[config.mk]
export PLATFORM = sky130hd
export DESIGN_NAME = seg_pattern_decoder
export DESIGN_NICKNAME = d
export VERILOG_FILES = /design/src/rtl/seg_pattern_decoder_pkg.sv /design/src/rtl/seg_glyph_lookup.sv /design/src/rtl/seg_pattern_decoder.sv
export SDC_FILE = /design/constraint.sdc
export NUM_CORES = 1
export LEC_CHECK = 0
export ABC_AREA = 1
export BUFFER_PORTS_ARGS = -buffer_cell sky130_fd_sc_hd__buf_2
export CAP_MARGIN = 20
export CORE_MARGIN = 5
export CORE_UTILIZATION = 65
export DETAILED_ROUTE_END_ITERATION = 10
export PLACE_DENSITY_LB_ADDON = 0.15
export SYNTH_ARGS = -nofsm -noshare
export SYNTH_HDL_FRONTEND = slang
export SYNTH_SLANG_ARGS = --single-unit
[constraint.sdc]
create_clock -name clk -period 5.3 [get_ports clk]
set_input_delay 0.265 -clock clk [delete_from_list [all_inputs] [get_ports clk]]
set_output_delay 0.265 -clock clk [all_outputs]
set_load 0.01 [all_outputs]
[src/rtl/seg_pattern_decoder_pkg.sv]
// Shared types and glyph table for the seven-segment pattern decoder.
package seg_pkg;

    localparam int SEG_W     = 7;
    // Result index width; matches the default six-position display.
    localparam int SEG_IDX_W = 3;

    // Active-high glyphs, entry i is the pattern for hex value i.
    localparam logic [15:0][SEG_W-1:0] SEG_GLYPHS = {
        7'h71, 7'h79, 7'h5E, 7'h39, 7'h7C, 7'h77, 7'h6F, 7'h7F,
        7'h07, 7'h7D, 7'h6D, 7'h66, 7'h4F, 7'h5B, 7'h06, 7'h3F
    };

    typedef struct packed {
        logic [3:0]           digit;
        logic [SEG_IDX_W-1:0] idx;
        logic                 legal;
    } seg_result_t;

endpackage

[src/rtl/seg_glyph_lookup.sv]
// Combinational reverse lookup: active-high segment pattern to hex digit.
module seg_glyph_lookup
    import seg_pkg::*;
(
    input  logic [SEG_W-1:0] pat,
    output logic [3:0]       digit,
    output logic             legal
);

    always_comb begin
        digit = 4'd0;
        legal = 1'b0;
        for (int i = 0; i < 16; i++) begin
            if (pat == SEG_GLYPHS[i]) begin
                digit = 4'(i);
                legal = 1'b1;
            end
        end
    end

endmodule

[src/rtl/seg_pattern_decoder.sv]
// Monitors HEX display segment drives, debounces each position and emits
// decoded digits over valid/ready. Optional SEG_ERR_COUNT_EN adds err_count.
module seg_pattern_decoder
    import seg_pkg::*;
#(
    parameter  int NUM_DIGITS = 6,
    parameter  int STABLE_CNT = 3,
    localparam int IDX_W      = $clog2(NUM_DIGITS)
) (
    input  logic             clk,
    input  logic             reset_n,
    input  logic [SEG_W-1:0] seg_in,
    input  logic             seg_strobe,
    input  logic [IDX_W-1:0] seg_idx,
    output logic             out_valid,
    input  logic             out_ready,
    output logic [3:0]       out_digit,
    output logic [IDX_W-1:0] out_idx,
    output logic             out_legal,
    output logic             overflow
`ifdef SEG_ERR_COUNT_EN
    ,
    output logic [7:0]       err_count
`endif
);

    localparam logic [IDX_W:0] NUM_D  = (IDX_W + 1)'(NUM_DIGITS);
    localparam logic [3:0]     STABLE = 4'(STABLE_CNT);

    logic [SEG_W-1:0]  hist_p0 [NUM_DIGITS];
    logic [3:0]        cnt_p0  [NUM_DIGITS];

    logic [SEG_W-1:0]  pat_p0;
    logic              in_range_p0;
    logic              same_p0;
    logic              acc_p0;
    logic [3:0]        dig_p0;
    logic              leg_p0;
    seg_result_t       res_p0;

    seg_result_t       out_res_p1;
    logic              vld_p1;
    seg_result_t       skid_p1;
    logic              skid_vld_p1;
    logic              ovf_p1;
    logic              xfer_p1;

    // Stage 0: capture, history compare and accept decision
    always_comb begin
        pat_p0      = ~seg_in;
        in_range_p0 = seg_strobe && ({1'b0, seg_idx} < NUM_D);
        same_p0     = 1'b0;
        acc_p0      = 1'b0;
        if (in_range_p0) begin
            same_p0 = (pat_p0 == hist_p0[seg_idx]);
            // Accept only on the strobe that brings the count up to STABLE.
            acc_p0  = same_p0 ? (cnt_p0[seg_idx] == STABLE - 4'd1)
                              : (STABLE == 4'd1);
        end
    end

    always_ff @(posedge clk or negedge reset_n) begin
        if (!reset_n) begin
            for (int i = 0; i < NUM_DIGITS; i++) begin
                hist_p0[i] <= '0;
                cnt_p0[i]  <= 4'd0;
            end
        end else if (in_range_p0) begin
            if (same_p0) begin
                if (cnt_p0[seg_idx] < STABLE)
                    cnt_p0[seg_idx] <= cnt_p0[seg_idx] + 4'd1;
            end else begin
                hist_p0[seg_idx] <= pat_p0;
                cnt_p0[seg_idx]  <= 4'd1;
            end
        end
    end

    seg_glyph_lookup u_lookup (
        .pat   (pat_p0),
        .digit (dig_p0),
        .legal (leg_p0)
    );

    always_comb begin
        res_p0.digit = dig_p0;
        res_p0.idx   = SEG_IDX_W'(seg_idx);
        res_p0.legal = leg_p0;
    end

    // Stage 1: output register with one-entry skid behind it
    assign xfer_p1 = vld_p1 && out_ready;

    always_ff @(posedge clk or negedge reset_n) begin
        if (!reset_n) begin
            vld_p1      <= 1'b0;
            out_res_p1  <= '0;
            skid_vld_p1 <= 1'b0;
            skid_p1     <= '0;
            ovf_p1      <= 1'b0;
        end else if (!vld_p1) begin
            if (acc_p0) begin
                out_res_p1 <= res_p0;
                vld_p1     <= 1'b1;
            end
        end else if (xfer_p1) begin
            if (skid_vld_p1) begin
                out_res_p1 <= skid_p1;
                if (acc_p0)
                    skid_p1 <= res_p0;
                else
                    skid_vld_p1 <= 1'b0;
            end else if (acc_p0) begin
                out_res_p1 <= res_p0;
            end else begin
                vld_p1 <= 1'b0;
            end
        end else if (acc_p0) begin
            if (!skid_vld_p1) begin
                skid_p1     <= res_p0;
                skid_vld_p1 <= 1'b1;
            end else begin
                ovf_p1 <= 1'b1;
            end
        end
    end

    assign out_valid = vld_p1;
    assign out_digit = out_res_p1.digit;
    assign out_idx   = out_res_p1.idx[IDX_W-1:0];
    assign out_legal = out_res_p1.legal;
    assign overflow  = ovf_p1;

`ifdef SEG_ERR_COUNT_EN
    logic [7:0] err_cnt_p1;

    // Counts every accepted illegal pattern, including ones later dropped.
    always_ff @(posedge clk or negedge reset_n) begin
        if (!reset_n)
            err_cnt_p1 <= 8'd0;
        else if (acc_p0 && !leg_p0 && err_cnt_p1 != 8'hFF)
            err_cnt_p1 <= err_cnt_p1 + 8'd1;
    end

    assign err_count = err_cnt_p1;
`endif

endmodule

* Word-level counts from Yosys, hierarchy flattened
Index checks and enable logic that the tools add are counted.
** Cells by class
- $add $sub $neg :: 1
- Order comparisons :: 4
- Equal/unequal tests :: 23
- Multiplexer cells :: 64
- Bitwise logic cells :: 7
- Reduce and logical (&&, ||, !) cells :: 9
** Operators by type and width (count)
- == test 7 bit, second input constant :: 12
- two-way mux 8 bit :: 9
- two-way mux 24 bit :: 2
- two-way mux 4 bit :: 11
- bitwise mux 42 bit :: 1
- two-way mux 1 bit :: 27
- bitwise mux 24 bit :: 1
- binary-select mux 7 bit (select 3 bit) :: 1
- demux 7 bit (select 3 bit) :: 1
- two-way mux 7 bit :: 3
- bitwise AND 18 bit :: 1
- inverter 18 bit :: 1
- == test 7 x 3 -> 1 bit, second input constant :: 2
- == test 7 x 6 -> 1 bit, second input constant :: 2
- binary-select mux 4 bit (select 3 bit) :: 1
- demux 4 bit (select 3 bit) :: 1
- two-way mux 3 bit :: 4
- == test 7 bit :: 1
- inverter 7 bit :: 1
- != test 2 x 1 -> 1 bit, second input constant :: 3
- bitwise OR 6 bit :: 1
- AND reduction 2 bit :: 3
- AND reduction 5 bit :: 1
- adder 4 x 1 -> 4 bit, second input constant :: 1
- other kinds (12) :: 17
** Word-level totals
- Register bits after elaboration :: 85
- Input bits :: 14
- Output and inout bits :: 10

* Longest topological paths before layout
- Word-level depth :: 22
- Gate-level depth with buffers :: 19
- Mapped depth without buffers :: 17

* By module
A second synthesis with hierarchy kept.
** Second synthesis, totals
- Cells, all modules :: 677
- Area total of the unflattened synthesis :: 4798.4 µm²
** By module, submodules not included
- seg_pattern_decoder :: times used 1, cells an instance 610, area an instance 4463.0 µm², sequential area each 2127.0 µm²
- seg_glyph_lookup :: times used 1, cells an instance 67, area an instance 335.3 µm², sequential area each 0.0 µm²

* Worst setup path before layout
OpenSTA, ideal clock, no wires.
- Kind :: input port to flip-flop
- Start :: input seg_idx[2]
- End :: register skid_p1[1] (netlist name)
- Arrival time :: 2.278 ns
- Slack :: 2.904 ns
- Stages :: 15
- Cells stage by stage :: buf_4 > clkinv_1 > nand3_1 > o22ai_1 > a221oi_1 > nand2_1 > inv_1 > ha_1 > nand3_1 > nor2_4 > nand3_4 > nor2_4 > nand2_2 > nand2_1 > nand2_1
** On the way
- Cells in the longest elaborated chain, start to end :: 9
** Ends and longest elaborated chain
- start, declared :: RTL line seg_pattern_decoder.sv:14 : input logic [IDX_W-1:0] seg_idx,
- inverter 3 -> 4 bit (implied by the code) :: RTL line seg_pattern_decoder.sv:55, seg_pattern_decoder.sv:57
- binary-select mux 7 bit (select 3 bit) / binary-select mux 4 bit (select 3 bit) (equally long branches) :: RTL line seg_pattern_decoder.sv:55, seg_pattern_decoder.sv:57
- two-way mux 7 bit (implied by the code) / two-way mux 4 bit (equally long branches) (2 in a row) :: RTL line seg_pattern_decoder.sv:55, seg_pattern_decoder.sv:57
- == test 7 bit / == test 4 x 2 -> 1 bit (equally long branches) :: RTL line seg_pattern_decoder.sv:55, seg_pattern_decoder.sv:57
- two-way mux 1 bit :: RTL line seg_pattern_decoder.sv:57 : acc_p0 = same_p0 ? (cnt_p0[seg_idx] == STABLE - 4'd1)
- two-way mux 1 bit (*) :: RTL line seg_pattern_decoder.sv:54 : if (in_range_p0) begin
- != test 2 bit (no source line) / nonzero test 2 bit (equally long branches)
- AND reduction 5 bit (no source line) (*)
- end signal, assigned :: RTL line seg_pattern_decoder.sv:110 : skid_p1 <= res_p0;
- end signal, assigned :: RTL line seg_pattern_decoder.sv:120 : skid_p1 <= res_p0;
- end, declared :: RTL line seg_pattern_decoder.sv:43 : seg_result_t skid_p1;
Every way passes the cells marked *; elsewhere a longest branch is shown, timed or not. The select of a mux whose other input is x is not followed.
A chain may end at the register's enable or synchronous reset.

* Worst setup path after layout
- Start :: input seg_idx[0]
- End :: register skid_p1[2] (netlist name)
Same word-level chain as after synthesis.

==> flow_metrics.tcl <==
set metrics [dict create \
    status "finished clean" \
    drt-initial-drc-count 317 \
    crit_path_start "seg_idx[0]" \
    cts_setup_buffers 0 \
    p_leak_nw 2.66 \
    end_kind "register" \
    total_power_w 0.00162 \
    worst_ir_drop_vdd_mv 0.207 \
    p_switching_w 0.000459 \
    p_per_area_nw_per_um2 320 \
    synthArstFlopShare 1.00 \
    firstDrtPassIters 6 \
    routed_wl_mm 10.7 \
    hpwlAfterDp_mm 7.43 \
    yosys.area_share.simple 0.350 \
    synthXorXnorAreaFrac 0 \
    slew_violations 0 \
    worst_pin_slew_ns 0.979 \
    grt_antenna_before_repair 0 \
    rr_startpoint "hist_p0[24]" \
    yosys-top-cells-area "dfrtp_1 (46%), nand2_1 (21%), o21a_1 (4.5%), nand3_1 (4.3%), o21ai_0 (4.0%)" \
    ant_nets 0 \
    fmax_mhz 329 \
    yosysUniqueCellTypes 35 \
    setup_ws_ns 2.26 \
    syn_nets 653 \
    synth_edf_count 0 \
    clock-sinks 85 \
    min_from "seg_idx[2]" \
    intPower_w 0.00116 \
    clk_pin_slew_ns 0.09 \
    cts_root_buf "clkbuf_8" \
    ys.flop_type "dfrtp_1" \
    report.final.setup_viol 0 \
    min_period_over_period 0.573 \
    cts_buffer_depth 2 \
    antennaDiodeCount 0 \
    worstPathMaxFanout 31 \
    min_path_type "in -> reg" \
    combPwrFrac 0.171 \
    layout-drive-gt1-share 0.0902 \
    synth_top_family_by_area "simple AND/OR/NAND/NOR gates" \
    core.rowCount 30 \
    max_slew_margin 0.345 \
    rsz0062_at_grt "false" \
    synth_top_area_cell "dfrtp_1" \
    coreArea_um2 6870 \
    yosysWarnings 0 \
    tns_ns 0 \
    wl_per_cell_um 14.3 \
    min_period_ns 3.04 \
    cts_resized 0 \
    vias 4213 \
    die_area_um2 8970 \
    yosys-top-cells-count "nand2_1 (263), dfrtp_1 (85), inv_1 (49)" \
    yosys.area_share.adder 0.00537 \
    gp_congestion 0.903 \
    synth.most_common_cell "nand2_1" \
    grt_max_degree 86 \
    worst-setup-path-type "in -> reg" \
    yosysSeqAreaShare 0.456 \
    p_clk_frac 0.337 \
    ys_ff_latch 85 \
    grt_overflow_total 0 \
    layout.nets 665 \
    pin_count 24 \
    synth_compound_area_frac 0.117 \
    tritoncts "done" \
    start_util 0.679 \
    cts_buffers 9 \
    syn2layout_area_growth_pct 8.37 \
    dpl_worst_slack_ns 1.96 \
    grt_pass1_wl_mm 18.4 \
    worst_ep_arrival_time_ns 3.28 \
    drc 0 \
    worst_ep_required_time_ns 5.54 \
    grt_usage 0.260 \
    htreeDepth 3 \
    hold_viol 0 \
    grt_pass1_vias 3856 \
    vias_per_cell 5.62 \
    muxShareOfSynthArea 0 \
    synth.avg_cell_area_um2 7.32 \
    syn_inst 637 \
    sw_frac_of_total 0.284 \
    syn-cell-area_um2 4660 \
    synth_top_area_frac 0.456 \
    insertion_delay_ns 0.36 \
    die_x_um 94.7 \
    cap_viol_max_count 0 \
    p_seq_frac 0.492 \
    fin_worst_skew_ns 0.0122 \
    chipHeight_um 94.7 \
    setup.worst_path.start_class "input pin" \
    port_buffers 23 \
]
## worst max-delay path: stages
cell and delay, ns:
buf_2 0.42, inv_1 0.32, nand3_2 0.17, inv_1 0.21, a21oi_1 0.25, nand3_1 0.10
nand2_1 0.09, nand3_2 0.12, nor2_2 0.53, nand3_4 0.19, nor2_4 0.25, nand2_2 0.17
nand2_1 0.10, nand2_1 0.06
## cell families after synthesis
group	count (synthesis)
and+or+nand+nor	385
AOI/OAI and AO/OA	86
DFF	85
buffers and inverters	79
adders and majority gates	2
## worst paths after layout
| path | to | cells past startpoint | slack, ns |
|---|---|---|---|
| setup / recovery | skid_p1[2] | 14 | 2.26 |
| setup reg to reg | skid_p1[2] | 16 | 2.80 |
| min in group asynchronous | hist_p0[41] | 2 | 0.42 |
| max in group asynchronous | out_digit[2] | 3 | 4.26 |
| hold reg to reg | cnt_p0[14] | 2 | 0.48 |
| hold / removal | skid_p1[3] | 3 | 0.27 |
## power by group through the flow
stage	Clock [W]	Sequential [W]	Combinational, W
floorplan	0	0.000796	0.000202
global placement	0	0.000803	0.000262
detailed placement	0	0.000808	0.000271
CTS	0.000550	0.000795	0.000274
global route	0.000581	0.000806	0.000317
finish	0.000546	0.000795	0.000276
## stage by stage
stage	instance area, µm²	cells	utilization	hold WS (ns)
2_1_floorplan	4660	637	-	-0.0306
3_3_place_gp	4770	731	0.695	0.452
3_5_place_dp	4770	731	0.695	0.454
4_1_cts	5010	747	0.730	0.138
5_1_grt	5050	750	0.736	0.280
6_report	5050	750	0.736	0.270
## cell usage in the layout, fill, tap and decap left out, types with 2 or more instances in the layout
master / synthesis / final
nand2_1: 263 / 263
dfrtp_1: 85 / 85
inv_1: 49 / 49
nor2_1: 47 / 47
nand3_1: 40 / 40
o21ai_0: 37 / 37
o21a_1: 28 / 28
buf_2: 12 / 22
nand4_1: 16 / 16
clkbuf_8: 0 / 12
a21oi_1: 6 / 6
nor3_1: 6 / 6
nand3_2: 3 / 3
a21oi_2: 3 / 3
nor2_4: 3 / 3
buf_4: 2 / 3
inv_2: 2 / 2
nand3_4: 2 / 2
clkinv_1: 2 / 2
a221oi_1: 2 / 2
o22ai_1: 2 / 2
o21ai_1: 2 / 2
ha_1: 2 / 2
bufinv_16: 0 / 2
## routing by layer
| layer | track usage | vias up | routed length, µm |
|---|---|---|---|
| met2 | 0.408 | 157 | 5100 |
| met3 | 0.0303 | 10 | 730 |
| li1 | - | 2064 | - |
| met5 | 0 | - | 0 |
| met4 | 0.0829 | 0 | 132 |
| met1 | 0.378 | 1982 | 4780 |
## flip-flops by register name, indices dropped and copies added, names as in the netlist
name and flops:
cnt_p0 24, hist_p0 42, out_digit 4, out_idx 3, out_legal 1, out_valid 1
overflow 1, skid_p1 8, skid_vld_p1 1
## what timing repair did
| item | in CTS | in global routing |
|---|---|---|
| endpoints found under the setup margin | 0 | 0 |
| hold endpoints to repair | 0 | 42 |
| hold buffers | 0 | 1 |
## final cells by class
type / instances / area, µm²
clock buffer: 12 / 165
clock inverter: 4 / 77.6
fill: 571 / 1820
inverter: 53 / 199
multi-input combinational: 473 / 2200
sequential: 85 / 2130
tap: 96 / 120
timing repair buffer: 27 / 163
Note: power is estimated with default switching activity, not from simulation.
